`src/rtl/i2c_txn_arbiter.sv`:
```
// Round-robin arbiter sharing one I2C byte controller between NUM_REQ requesters.
// Define I2C_ARB_TIMEOUT_EN to add a watchdog that aborts a stuck controller (ctl_abort).
module i2c_txn_arbiter #(
  parameter int NUM_REQ        = 4,
  parameter int ADDR_W         = 7,
  parameter int DATA_W         = 8,
  parameter int TIMEOUT_CYCLES = 4096
) (
  input  logic                       clk,
  input  logic                       rst,
  input  logic [NUM_REQ-1:0]         req_valid,
  output logic [NUM_REQ-1:0]         req_ready,
  input  logic [NUM_REQ*ADDR_W-1:0]  req_addr,
  input  logic [NUM_REQ-1:0]         req_rw,
  input  logic [NUM_REQ*DATA_W-1:0]  req_wdata,
  output logic [NUM_REQ-1:0]         rsp_valid,
  output logic [DATA_W-1:0]          rsp_rdata,
  output logic                       rsp_err,
  output logic                       ctl_start,
  output logic [ADDR_W-1:0]          ctl_addr,
  output logic                       ctl_rw,
  output logic [DATA_W-1:0]          ctl_wdata,
  input  logic                       ctl_busy,
  input  logic                       ctl_done,
  input  logic [DATA_W-1:0]          ctl_rdata,
  input  logic                       ctl_nack,
  output logic [$clog2(NUM_REQ)-1:0] grant_id
`ifdef I2C_ARB_TIMEOUT_EN
  ,
  output logic                       ctl_abort
`endif
);

  localparam int               GID_W    = $clog2(NUM_REQ);
  localparam logic [GID_W:0]   REQ_CNT  = (GID_W+1)'(NUM_REQ);
  localparam logic [GID_W-1:0] LAST_IDX = GID_W'(NUM_REQ-1);

  typedef enum logic [2:0] {
    ARB_IDLE      = 3'd0,
    ARB_ISSUE     = 3'd1,
    ARB_WAIT_BUSY = 3'd2,
    ARB_WAIT_DONE = 3'd3,
    ARB_RESP      = 3'd4
  } arb_state_t;

  arb_state_t           r_state;
  arb_state_t           w_state_nxt;
  logic [GID_W-1:0]     r_rr_ptr;
  logic [GID_W-1:0]     r_grant;
  logic [NUM_REQ-1:0]   r_req_ready;
  logic [NUM_REQ-1:0]   r_rsp_valid;
  logic [DATA_W-1:0]    r_rsp_rdata;
  logic                 r_rsp_err;
  logic                 r_ctl_start;
  logic [ADDR_W-1:0]    r_ctl_addr;
  logic                 r_ctl_rw;
  logic [DATA_W-1:0]    r_ctl_wdata;
  logic [2*NUM_REQ-1:0] w_req_dbl;
  logic [NUM_REQ-1:0]   w_req_rot;
  logic [GID_W-1:0]     w_off;
  logic [GID_W:0]       w_sum;
  logic [GID_W-1:0]     w_pick;
  logic                 w_any;
  logic                 w_expire;

  function automatic logic [NUM_REQ-1:0] f_onehot(input logic [GID_W-1:0] idx);
    f_onehot      = '0;
    f_onehot[idx] = 1'b1;
  endfunction

  // Rotate requests so rr_ptr sits at bit 0, take the lowest set bit, then un-rotate.
  always_comb begin
    w_req_dbl = {req_valid, req_valid} >> r_rr_ptr;
    w_req_rot = w_req_dbl[NUM_REQ-1:0];
    w_any     = |w_req_rot;
    w_off     = '0;
    for (int k = NUM_REQ - 1; k >= 0; k--) begin
      w_off = w_req_rot[k] ? GID_W'(k) : w_off;
    end
    w_sum  = {1'b0, r_rr_ptr} + {1'b0, w_off};
    w_pick = (w_sum >= REQ_CNT) ? GID_W'(w_sum - REQ_CNT) : w_sum[GID_W-1:0];
  end

  // Next-state decode; a done pulse outranks a simultaneous watchdog expiry.
  always_comb begin
    w_state_nxt = r_state;
    case (r_state)
      ARB_IDLE: begin
        if (w_any && !ctl_busy) begin
          w_state_nxt = ARB_ISSUE;
        end else begin
          w_state_nxt = ARB_IDLE;
        end
      end
      ARB_ISSUE: w_state_nxt = ARB_WAIT_BUSY;
      ARB_WAIT_BUSY: begin
        if (ctl_done || w_expire) begin
          w_state_nxt = ARB_RESP;
        end else if (ctl_busy) begin
          w_state_nxt = ARB_WAIT_DONE;
        end else begin
          w_state_nxt = ARB_WAIT_BUSY;
        end
      end
      ARB_WAIT_DONE: begin
        if (ctl_done || w_expire) begin
          w_state_nxt = ARB_RESP;
        end else begin
          w_state_nxt = ARB_WAIT_DONE;
        end
      end
      ARB_RESP: w_state_nxt = ARB_IDLE;
      default:  w_state_nxt = ARB_IDLE;
    endcase
  end

`ifdef I2C_ARB_TIMEOUT_EN
  logic [15:0] r_wdog;
  logic        r_ctl_abort;

  // Watchdog restarts on entry to WAIT_BUSY and runs through both wait states.
  always_ff @(posedge clk or posedge rst) begin
    if (rst) begin
      r_wdog <= 16'd0;
    end else if (r_state == ARB_ISSUE) begin
      r_wdog <= 16'd0;
    end else if ((r_state == ARB_WAIT_BUSY) || (r_state == ARB_WAIT_DONE)) begin
      r_wdog <= r_wdog + 16'd1;
    end else begin
      r_wdog <= r_wdog;
    end
  end

  assign w_expire  = ((r_state == ARB_WAIT_BUSY) || (r_state == ARB_WAIT_DONE)) &&
                     (r_wdog == 16'(TIMEOUT_CYCLES - 1));
  assign ctl_abort = r_ctl_abort;
`else
  assign w_expire  = 1'b0;
`endif

  // State, pointer, latched transaction and the registered handshake pulses.
  always_ff @(posedge clk or posedge rst) begin
    if (rst) begin
      r_state     <= ARB_IDLE;
      r_rr_ptr    <= '0;
      r_grant     <= '0;
      r_req_ready <= '0;
      r_rsp_valid <= '0;
      r_rsp_rdata <= '0;
      r_rsp_err   <= 1'b0;
      r_ctl_start <= 1'b0;
      r_ctl_addr  <= '0;
      r_ctl_rw    <= 1'b0;
      r_ctl_wdata <= '0;
`ifdef I2C_ARB_TIMEOUT_EN
      r_ctl_abort <= 1'b0;
`endif
    end else begin
      r_state     <= w_state_nxt;
      r_req_ready <= '0;
      r_ctl_start <= 1'b0;
      r_rsp_valid <= '0;
`ifdef I2C_ARB_TIMEOUT_EN
      r_ctl_abort <= 1'b0;
`endif
      case (r_state)
        ARB_IDLE: begin
          if (w_state_nxt == ARB_ISSUE) begin
            r_grant     <= w_pick;
            r_ctl_addr  <= req_addr[w_pick*ADDR_W +: ADDR_W];
            r_ctl_rw    <= req_rw[w_pick];
            r_ctl_wdata <= req_wdata[w_pick*DATA_W +: DATA_W];
            r_req_ready <= f_onehot(w_pick);
            r_ctl_start <= 1'b1;
          end
        end
        ARB_WAIT_BUSY, ARB_WAIT_DONE: begin
          if (ctl_done) begin
            r_rsp_rdata <= ctl_rdata;
            r_rsp_err   <= ctl_nack;
            r_rsp_valid <= f_onehot(r_grant);
          end else if (w_expire) begin
            r_rsp_rdata <= '0;
            r_rsp_err   <= 1'b1;
            r_rsp_valid <= f_onehot(r_grant);
`ifdef I2C_ARB_TIMEOUT_EN
            r_ctl_abort <= 1'b1;
`endif
          end
        end
        ARB_RESP: begin
          r_rr_ptr <= (r_grant == LAST_IDX) ? '0 : r_grant + GID_W'(1);
        end
        default: begin
          r_rr_ptr <= r_rr_ptr;
        end
      endcase
    end
  end

  assign req_ready = r_req_ready;
  assign rsp_valid = r_rsp_valid;
  assign rsp_rdata = r_rsp_rdata;
  assign rsp_err   = r_rsp_err;
  assign ctl_start = r_ctl_start;
  assign ctl_addr  = r_ctl_addr;
  assign ctl_rw    = r_ctl_rw;
  assign ctl_wdata = r_ctl_wdata;
  assign grant_id  = r_grant;

endmodule

```
`config.mk`:
```
export PLATFORM = sky130hd
export DESIGN_NAME = i2c_txn_arbiter
export DESIGN_NICKNAME = d
export VERILOG_FILES = /design/src/rtl/i2c_txn_arbiter.sv
export SDC_FILE = /design/constraint.sdc
export NUM_CORES = 1
export LEC_CHECK = 0
export CORE_ASPECT_RATIO = 0.6
export CORE_MARGIN = 8
export CORE_UTILIZATION = 25
export DETAILED_ROUTE_END_ITERATION = 8
export PLACE_DENSITY_LB_ADDON = 0.05
export SLEW_MARGIN = 20
export SYNTH_ARGS = -nofsm -noshare
export SYNTH_HDL_FRONTEND = slang
export SYNTH_SLANG_ARGS = --single-unit
```
`constraint.sdc`:
```
create_clock -name clk -period 3.2 [get_ports clk]
set_clock_uncertainty 0.1 [all_clocks]
set_input_delay 0.32 -clock clk [delete_from_list [all_inputs] [get_ports clk]]
set_output_delay 0.32 -clock clk [all_outputs]
set_load 0.05 [all_outputs]
```
# After elaboration in Yosys (flattened, before gate mapping)
# Cells that the tools add are included.
# word_totals
wordCells	61
input_bits	81
reg_bits	41
out_inout_bits	36
# op_classes
n_addsub	3
mul	1
muxes	23
reduce_logical	9
n_lt_le_gt_ge	5
eq_ne	6
shift	3
# ops
operator	n
$shiftx A32 B6 Y8	1
$shiftx A28 B6 Y7	1
$mux W4	4
$mux W2	6
$pmux W3 S4	1
$shr A8 B2 Y4	1
$mux W1	7
$eq A3 B1 Y1 const B	2
$eq A3 B2 Y1 const B	2
$lt A2 B3 Y1 const B	2
$mux W3	2
$mul A2 B3 Y5 const B	1
$demux W1 S2	2
$ge A2 B1 Y1 const B	2
$reduce_and A2 Y1	2
$reduce_or A4 Y1	1
$add A2 B2 Y3	1
$eq A3 B3 Y1 const B	1
$ge A3 B3 Y1 const B	1
$logic_and A1 B1 Y1	3
$logic_not A3 Y1	1
$add A2 B1 Y2 const B	1
$bmux W1 S2	1
$eq A2 B2 Y1 const B	1
other kinds (3)	3

# Logic depth before layout (Yosys ltp)
# Gate-level depths: netlist of run 1.
# logic_depth
ltp_word	14
mapped_depth	12
depth_no_buf	10

# Least setup slack after synthesis of run 1
# No wires, ideal clock.
# synth_timing
path_kind	reg-to-reg
from	register r_rr_ptr[0]
to	register r_ctl_addr[6], in the netlist ctl_addr[6]
n_path_buf	2
path_stages_with_launch	13
setup_ns	0.135
t_arrival_ns	2.285
required_time_ns	2.965
period_less_slack_ns	2.520
slack_ns	0.680
path_cell_list	dfrtp_1 -> buf_2 -> and3b_1 -> a21oi_1 -> nor2_1 -> a21oi_1 -> o221ai_1 -> ha_1 -> xnor2_1 -> nor3_4 -> buf_6 -> a2111oi_0 -> o31ai_1
# synth_between
elab_chain_cells	10
elab_cells_between_ends	17
cone_classes	2 x add/sub; 1 x mul; 1 x order compare; 1 x eq/ne; 2 x shift; 7 x mux; 3 x reduce/logical
# synth_lines
item	line	text
start: declaration	48	logic [GID_W-1:0] r_rr_ptr;
start signal: assignment	192	r_rr_ptr <= (r_grant == LAST_IDX) ? '0 : r_grant + GID_W'(1);
start signal: assignment	195	r_rr_ptr <= r_rr_ptr;
$shr A8 B2 Y4	73	w_req_dbl = {req_valid, req_valid} >> r_rr_ptr;
$mux W2 (4 in series)	78	w_off = w_req_rot[k] ? GID_W'(k) : w_off;
$add A2 B2 Y3	80	w_sum = {1'b0, r_rr_ptr} + {1'b0, w_off};
$ge A3 B3 Y1 or $sub A2 B1 Y2 (tied branches)	81	w_pick = (w_sum >= REQ_CNT) ? GID_W'(w_sum - REQ_CNT) : w_sum[GID_W-1:0];
$mux W2	81	
$mul A2 B3 Y5	170	r_ctl_addr <= req_addr[w_pick*ADDR_W +: ADDR_W];
$shiftx A28 B6 Y7	170	
end signal: assignment	170	
end: declaration	55	logic [ADDR_W-1:0] r_ctl_addr;
# Several ways; a longest one is shown, not always the timed one.
# A chain may end at the register's enable or synchronous reset.

# Worst setup path in the final report of run 1
# layout_timing
from	input req_valid[2]
to	register r_ctl_wdata[6], in the netlist ctl_wdata[6]
# layout_between
elab_chain_cells	9
elab_cells_between_ends	16
cone_classes	2 x add/sub; 1 x order compare; 1 x eq/ne; 2 x shift; 7 x mux; 3 x reduce/logical
# layout_lines
item	line	text
start: declaration	11	input logic [NUM_REQ-1:0] req_valid,
$shr A8 B2 Y4 *	73	
$mux W2 (4 in series)	78	
$add A2 B2 Y3	80	
$ge A3 B3 Y1 or $sub A2 B1 Y2 (tied branches)	81	
$mux W2	81	
$shiftx A32 B6 Y8	172	r_ctl_wdata <= req_wdata[w_pick*DATA_W +: DATA_W];
end signal: assignment	172	
end: declaration	57	logic [DATA_W-1:0] r_ctl_wdata;
# Mark *: on every way between the ends. The rest lies on a longest branch, timed or not.

==> reports/results.tsv, run 1 <==
stage	metric	value	unit
routing	via_per_inst	4.48	
logic_synthesis	synth_seq_cells	41	
logic_synthesis	synthFlopType	dfrtp_1	
power_and_ir_drop	peakVddDrop	0.343	mV
logic_synthesis	netlist_instances	251	
min_path	min_to	rsp_rdata[6]	
routing	drcViolationCount	0	
logic_synthesis	synthArstFlopShare	1.00	
cells_and_area	nets	454	
min_path	hold_depth	2	
status	status	complete, no violations	
power_and_ir_drop	p_clk_frac	0.127	
clock_tree	cts_root_buffer	clkbuf_16	
clock_tree	cts_resized	0	
clock_tree	clkTransAtPathRegs	60	ps
floorplanning	die_area	0.0128	sq mm
floorplanning	die_h	91.0	um
timing	hold_violations	0	
logic_synthesis	yosysTopAreaCellShare	0.438	
clock_tree	cts_max_path_buffers	2	
critical_path	start_kind	primary input	
clock_tree	clk_latency	280	ps
timing	layout_setup_ws	294	ps
global_route	track_usage	0.126	
logic_synthesis	ys_types	37	
critical_path	worstPathArrival	2990	ps
place	port_buffers	116	
place	place_ws	-13.3	ps
routing	vias	2238	
power_and_ir_drop	power.net_switching	1.97	mW
critical_path	r2r-start	r_rr_ptr[0]	
timing	finalCritPeriodShare	0.908	
timing	rsz0062_at_grt	false	
logic_synthesis	netlist.top_cell.by_area	dfrtp_1	
cells_and_area	n_antenna_cell	0	
floorplanning	ios	117	
clock_tree	clock-sinks	41	
power_and_ir_drop	cellPowerDensity	1040	mW/mm^2
clock_tree	htree_levels	2	
timing	layout_min_cycle_time	2910	ps
global_route	grt-ovfl-total	0	
power_and_ir_drop	p_sw_frac	0.492	
routing	ant_nets	0	
cells_and_area	area_growth	64.2	%
timing	max_freq	344	MHz
global_route	grt_pass1_wl	12800	um
timing	worst_pin_slew	883	ps
logic_synthesis	synthesis.nets	337	
place	dpl-instance-area	0.00370	sq mm
critical_path	regToRegSetupSlack	450	ps
logic_synthesis	synth-edff-count	0	
cells_and_area	drive_gt1_frac	0.0867	
timing	slew_headroom	0.410	
clock_tree	cts_tree	done	
place	gp_congestion	0.715	
cells_and_area	nFillCells	932	
cells_and_area	finalInstanceArea	0.00385	sq mm
logic_synthesis	netlist_area	0.00234	sq mm
job	maxCapViolCount	0	
global_route	grt_max_degree	42	
power_and_ir_drop	p_comb_frac	0.654	
timing	setup_viol	0	
critical_path	critical_path_required	3290	ps
timing	drv_slew	0	
logic_synthesis	syn_avg_cell_area	9.34	sq um
floorplanning	row_count	27	
critical_path	critPathKind	in2reg	
clock_tree	cts_hold_buf	0	
floorplanning	die_w	141	um
critical_path	rr_endpoint	ctl_wdata[6]	
global_route	grt_pass1_vias	2345	
power_and_ir_drop	leakagePower	1.59	nW
place	hpwl	6160	um
min_path	hold_class	reg2reg	
critical_path	reg2regPathDepth	11	
min_path	min_from	rsp_rdata[6]	
logic_synthesis	synthTopCellsByArea	dfrtp_1, nor2b_1, nand2_1	
routing	drt_pre_antenna_iters	4	
routing	drt-initial-drc-count	85	
global_route	antenna_found_initial	0	
logic_synthesis	yosysSeqAreaShare	0.438	
routing	routedWlPerCell	16.0	um
power_and_ir_drop	intPower	2.03	mW
clock_tree	post_cts_buffers	0	
logic_synthesis	yosys_warnings	0	
floorplanning	core_area	0.00916	sq mm
routing	wirelength	8010	um
critical_path	end_kind	flop	
power_and_ir_drop	seqPwrFrac	0.218	
floorplanning	start_util	0.256	
clock_tree	numCtsBuffers	5	
critical_path	crit_fanout	17	
[cells in the mapped netlist, drive strengths merged (2+ instances only)]
library cell and number:
ha 5, dfrtp 41, nor2 10, or2 2
nor3b 5, inv 5, a21oi 5, and2 4
o31ai 17, nor2b 32, mux2 2, o21ai 4
nand2b 2, nor3 4, a221oi 16, nand2 52
a2111oi 16, buf 9, clkbuf 9
[layout make-up]
class | instances | area [sq um] | area share
multi-input cells | 187 | 1210 | 0.315
inverters | 5 | 18.8 | 0.00487
clock buffers | 6 | 139 | 0.0361
well taps | 130 | 163 | 0.0422
clock inverters | 2 | 13.8 | 0.00357
flip-flops and latches | 41 | 1030 | 0.266
repair buffers | 128 | 1280 | 0.331
[metrics by stage]
step / power (mW) / utilization / hold slack, ps / TNS [ps] / cells
3_3_place_gp: 3.53 / 0.404 / 358 / 0 / 491
3_5_place_dp: 3.54 / 0.404 / 362 / -13.3 / 491
4_1_cts: 4.07 / 0.421 / 377 / 0 / 499
2_1_floorplan: 2.58 / - / 325 / 0 / 251
6_report: 4.01 / 0.421 / 372 / 0 / 499
5_1_grt: 4.32 / 0.421 / 404 / 0 / 499
[power by group through the flow]
stage               combinational (mW)  sequential (mW)  clock [mW]
finish                            2.62            0.875       0.510
floorplan                         1.09             1.49           0
global route                      2.85            0.910       0.558
detailed placement                2.66            0.883           0
global placement                  2.65            0.881           0
CTS                               2.66            0.878       0.529
[metal layers]
layer  routed length (um)  vias up  track usage  part of all wire
li1                     -     1138            -                 -
met1                 3940     1031        0.170              0.49
met2                 3360       67        0.185              0.42
met3                  673        2       0.0512             0.084
met4                   29        0       0.0240            0.0036
met5                    0        -            0                 0
[critical path: stages]
cell and delay [ps]:
clkdlybuf4s50_1 520, and3b_1 240, a21oi_1 110, nor2_1 50
a21oi_1 130, o221ai_1 130, ha_2 210, xor2_1 170
a21oi_2 610, a2111oi_0 160, buf_4 180, o31ai_1 170
[worst max-delay path by stage]
stage,from,end,slack [ps],cells after the start
global route,req_valid[2],ctl_wdata[6],100,12
finish,req_valid[2],ctl_wdata[6],290,12
floorplan,r_rr_ptr[0],ctl_addr[6],680,12
detailed placement,req_valid[2],ctl_wdata[6],-10,12
global placement,req_valid[2],ctl_wdata[6],30,12
CTS,req_valid[2],ctl_wdata[6],270,12
[kinds of logic after synthesis]
group,Yosys count,synth area share
AOI/OAI and AO/OA,64,0.225
xor gates and xnor gates,2,0.00747
adders and majority gates,5,0.0267
buffers and inverters,23,0.0454
DFF,41,0.438
muxes,2,0.0112
and+or+nand+nor,114,0.247
[cells in the final DEF, fill, tap and decap left out, types with 10 or more instances in the layout]
| cell type | instances |
|---|---|
| nor2b_1 | 32 |
| buf_4 | 10 |
| dfrtp_1 | 41 |
| clkdlybuf4s50_1 | 116 |
| nand2_1 | 52 |
| a2111oi_0 | 16 |
| o31ai_1 | 17 |
| a221oi_1 | 16 |
| nor2_1 | 10 |
[sequential cells by signal (all words and copies together) (netlist names)]
register   flops
req_ready      4
rsp_valid      4
ctl_rw         1
ctl_addr       7
grant_id       2
ctl_start      1
r_rr_ptr       2
r_state        3
rsp_rdata      8
rsp_err        1
ctl_wdata      8
Note: power is estimated with default switching activity, not from simulation.
==> run 2: changes to the inputs <==
--- a/config.mk
+++ b/config.mk
@@ -7,7 +7,7 @@
 export LEC_CHECK = 0
 export CORE_ASPECT_RATIO = 0.6
 export CORE_MARGIN = 8
-export CORE_UTILIZATION = 25
+export CORE_UTILIZATION = 40
 export DETAILED_ROUTE_END_ITERATION = 8
 export PLACE_DENSITY_LB_ADDON = 0.05
 export SLEW_MARGIN = 20
==> reports/results.tsv, run 2 (synthesized netlist as in run 1, its figures left out) <==
stage	metric	value	unit	change
status	status	complete, no violations		
cells_and_area	area_growth	57.7	%	
clock_tree	clkTransAtPathRegs	80	ps	+20 ps
critical_path	reg2regPathDepth	10		-1
cells_and_area	final_util	0.658		+0.237
cells_and_area	drive_gt1_frac	0.0691		-0.0177
routing	wl_met2	3130	um	-7.0%
min_path	min_from	rsp_rdata[1]		
global_route	grt_pass1_vias	2195		-6.4%
place	port_buffers	116		unchanged
cells_and_area	n_antenna_cell	0		unchanged
timing	setup_viol	0		unchanged
timing	slew_headroom	0.433		+0.0224
min_path	hold_depth	2		unchanged
routing	via_per_inst	5.11		+14%
critical_path	path_common_cell	a21oi_1		
routing	vias	2258		+0.89%
clock_tree	post_cts_buffers	0		unchanged
critical_path	worst-path-buf-inv	1		-1
power_and_ir_drop	peakVddDrop	0.408	mV	+19%
clock_tree	htree_levels	2		unchanged
clock_tree	clk_latency	290	ps	about the same
critical_path	path_depth	11		-1
cells_and_area	final_cell_mix	clkdlybuf4s50_1, nand2_1, dfrtp_1		
cells_and_area	mostFrequentLayoutCell	clkdlybuf4s50_1		
critical_path	r2r-start	r_rr_ptr[0]		
routing	drt_pre_antenna_iters	4		unchanged
routing	highest_layer	met4		
global_route	antenna_found_initial	0		unchanged
cells_and_area	final_cells	442		-11%
critical_path	end_kind	flop		
critical_path	start_kind	primary input		
timing	hold_violations	0		unchanged
clock_tree	numCtsBuffers	5		unchanged
routing	routedWlPerCell	16.5	um	+2.9%
place	hpwl	5570	um	-9.6%
cells_and_area	nFillCells	500		-46%
cells_and_area	nets	447		-1.5%
power_and_ir_drop	cellPowerDensity	1020	mW/mm^2	-1.9%
clock_tree	cts_root_buffer	clkbuf_8		
global_route	grt_pass1_wl	11300	um	-12%
power_and_ir_drop	leakagePower	1.53	nW	-3.5%
routing	wirelength_met1	3460	um	-12%
routing	ant_nets	0		unchanged
floorplanning	die_w	115	um	-19%
timing	finalCritPeriodShare	0.874		-0.0344
timing	worst_pin_slew	850	ps	-33.5 ps
critical_path	startpoint	req_valid[2]		
critical_path	critical_path_required	3270	ps	-20 ps
critical_path	slowest_stage	clkdlybuf4s50_1		
place	gp_congestion	0.737		+3.2%
cells_and_area	multi_input_area	0.00121	sq mm	unchanged
critical_path	critPathKind	in2reg		
routing	drt-initial-drc-count	96		+13%
critical_path	worstPathArrival	2860	ps	-130 ps
routing	wirelength	7290	um	-8.9%
routing	routed-wl-met3	655	um	-2.7%
min_path	hold_class	reg2reg		
critical_path	cp_top_family	compound AO/OA/AOI/OAI gates		
timing	layout_min_cycle_time	2800	ps	-110 ps
critical_path	crit_chain	clkdlybuf4s50_1, and3b_1, a21oi_1, nor2_1, a21oi_1, o221ai_1, ha_2, xnor2_1, nor3_4, a2111oi_0, o31ai_1		
timing	drv_slew	0		unchanged
floorplanning	ios	117		unchanged
floorplanning	row_count	21		-22%
critical_path	crit_fanout	17		unchanged
routing	drcViolationCount	0		unchanged
place	place_inst	434		-12%
critical_path	cp_slowest_stage_delay	500	ps	-110 ps
cells_and_area	regArea	0.00103	sq mm	unchanged
job	maxCapViolCount	0		unchanged
floorplanning	die_h	75.3	um	-17%
global_route	track_usage	0.168		+0.0421
floorplanning	die_area	0.00865	sq mm	-33%
clock_tree	cts_max_path_buffers	2		unchanged
timing	whs	375	ps	+3.28 ps
clock_tree	cts_tree	done		
clock_tree	cts_resized	0		unchanged
timing	rsz0062_at_grt	false		
timing	max_freq	358	MHz	+3.9%
clock_tree	clock-sinks	41		unchanged
critical_path	regToRegSetupSlack	420	ps	-30 ps
timing	setup-tns-final	0	ps	unchanged
global_route	grt_max_degree	42		unchanged
floorplanning	start_util	0.417		+0.161
global_route	grt-ovfl-total	0		unchanged
floorplanning	core_area	0.00562	sq mm	-39%
clock_tree	cts_hold_buf	0		unchanged
[run 2: changes by cell type in the layout (fill, tap and decap cells not counted), sizes merged]
cell	change
buf	-7
clkbuf	-1
clkinvlp	+1
bufinv	+1
clkinv	-1
[run 2: layer usage]
| layer | track usage | up-vias |
|---|---|---|
| met4 | 0.0434 | 0 |
| met2 | 0.258 | 83 |
| met3 | 0.0530 | 5 |
| met5 | 0 | - |
| li1 | - | 1125 |
| met1 | 0.224 | 1045 |
[run 2: metrics by stage]
stage	power, mW	instance area (sq um)	worst slack, ps
detailed placement	3.39	3580	133
finish	3.78	3700	405
floorplan	2.58	2340	680
global placement	3.34	3580	207
CTS	3.81	3700	445
global route	4.04	3700	147
[run 2: area by class of cell]
type                            count  share of cell area
Clock buffer                        5              0.0186
Clock inverter                      3              0.0125
Inverter                            5             0.00507
Multi-Input combinational cell    187               0.328
Sequential cell                    41               0.277
Tap cell                           80              0.0271
Timing Repair Buffer              121               0.331
[run 2: worst paths after layout]
kind,to
min,rsp_rdata[1]
min in group asynchronous,req_ready[3]
max,ctl_addr[6]
max in group asynchronous,rsp_rdata[1]
min reg2reg,rsp_rdata[1]
max reg2reg,ctl_addr[6]
[run 2: worst min-delay path: cells and delay by family, from the launching register on]
family | cells | cell delay [ps]
flops | 1 | 340
simple gates | 2 | 110
[run 2: where the power goes]
part | total, mW | leakage [nW] | switching [mW] | internal (mW)
combinational | 2.48 | 0.952 | 1.56 | 0.916
clock | 0.418 | 0.0543 | 0.185 | 0.233
sequential | 0.880 | 0.523 | 0.147 | 0.733
total | 3.78 | 1.53 | 1.90 | 1.88
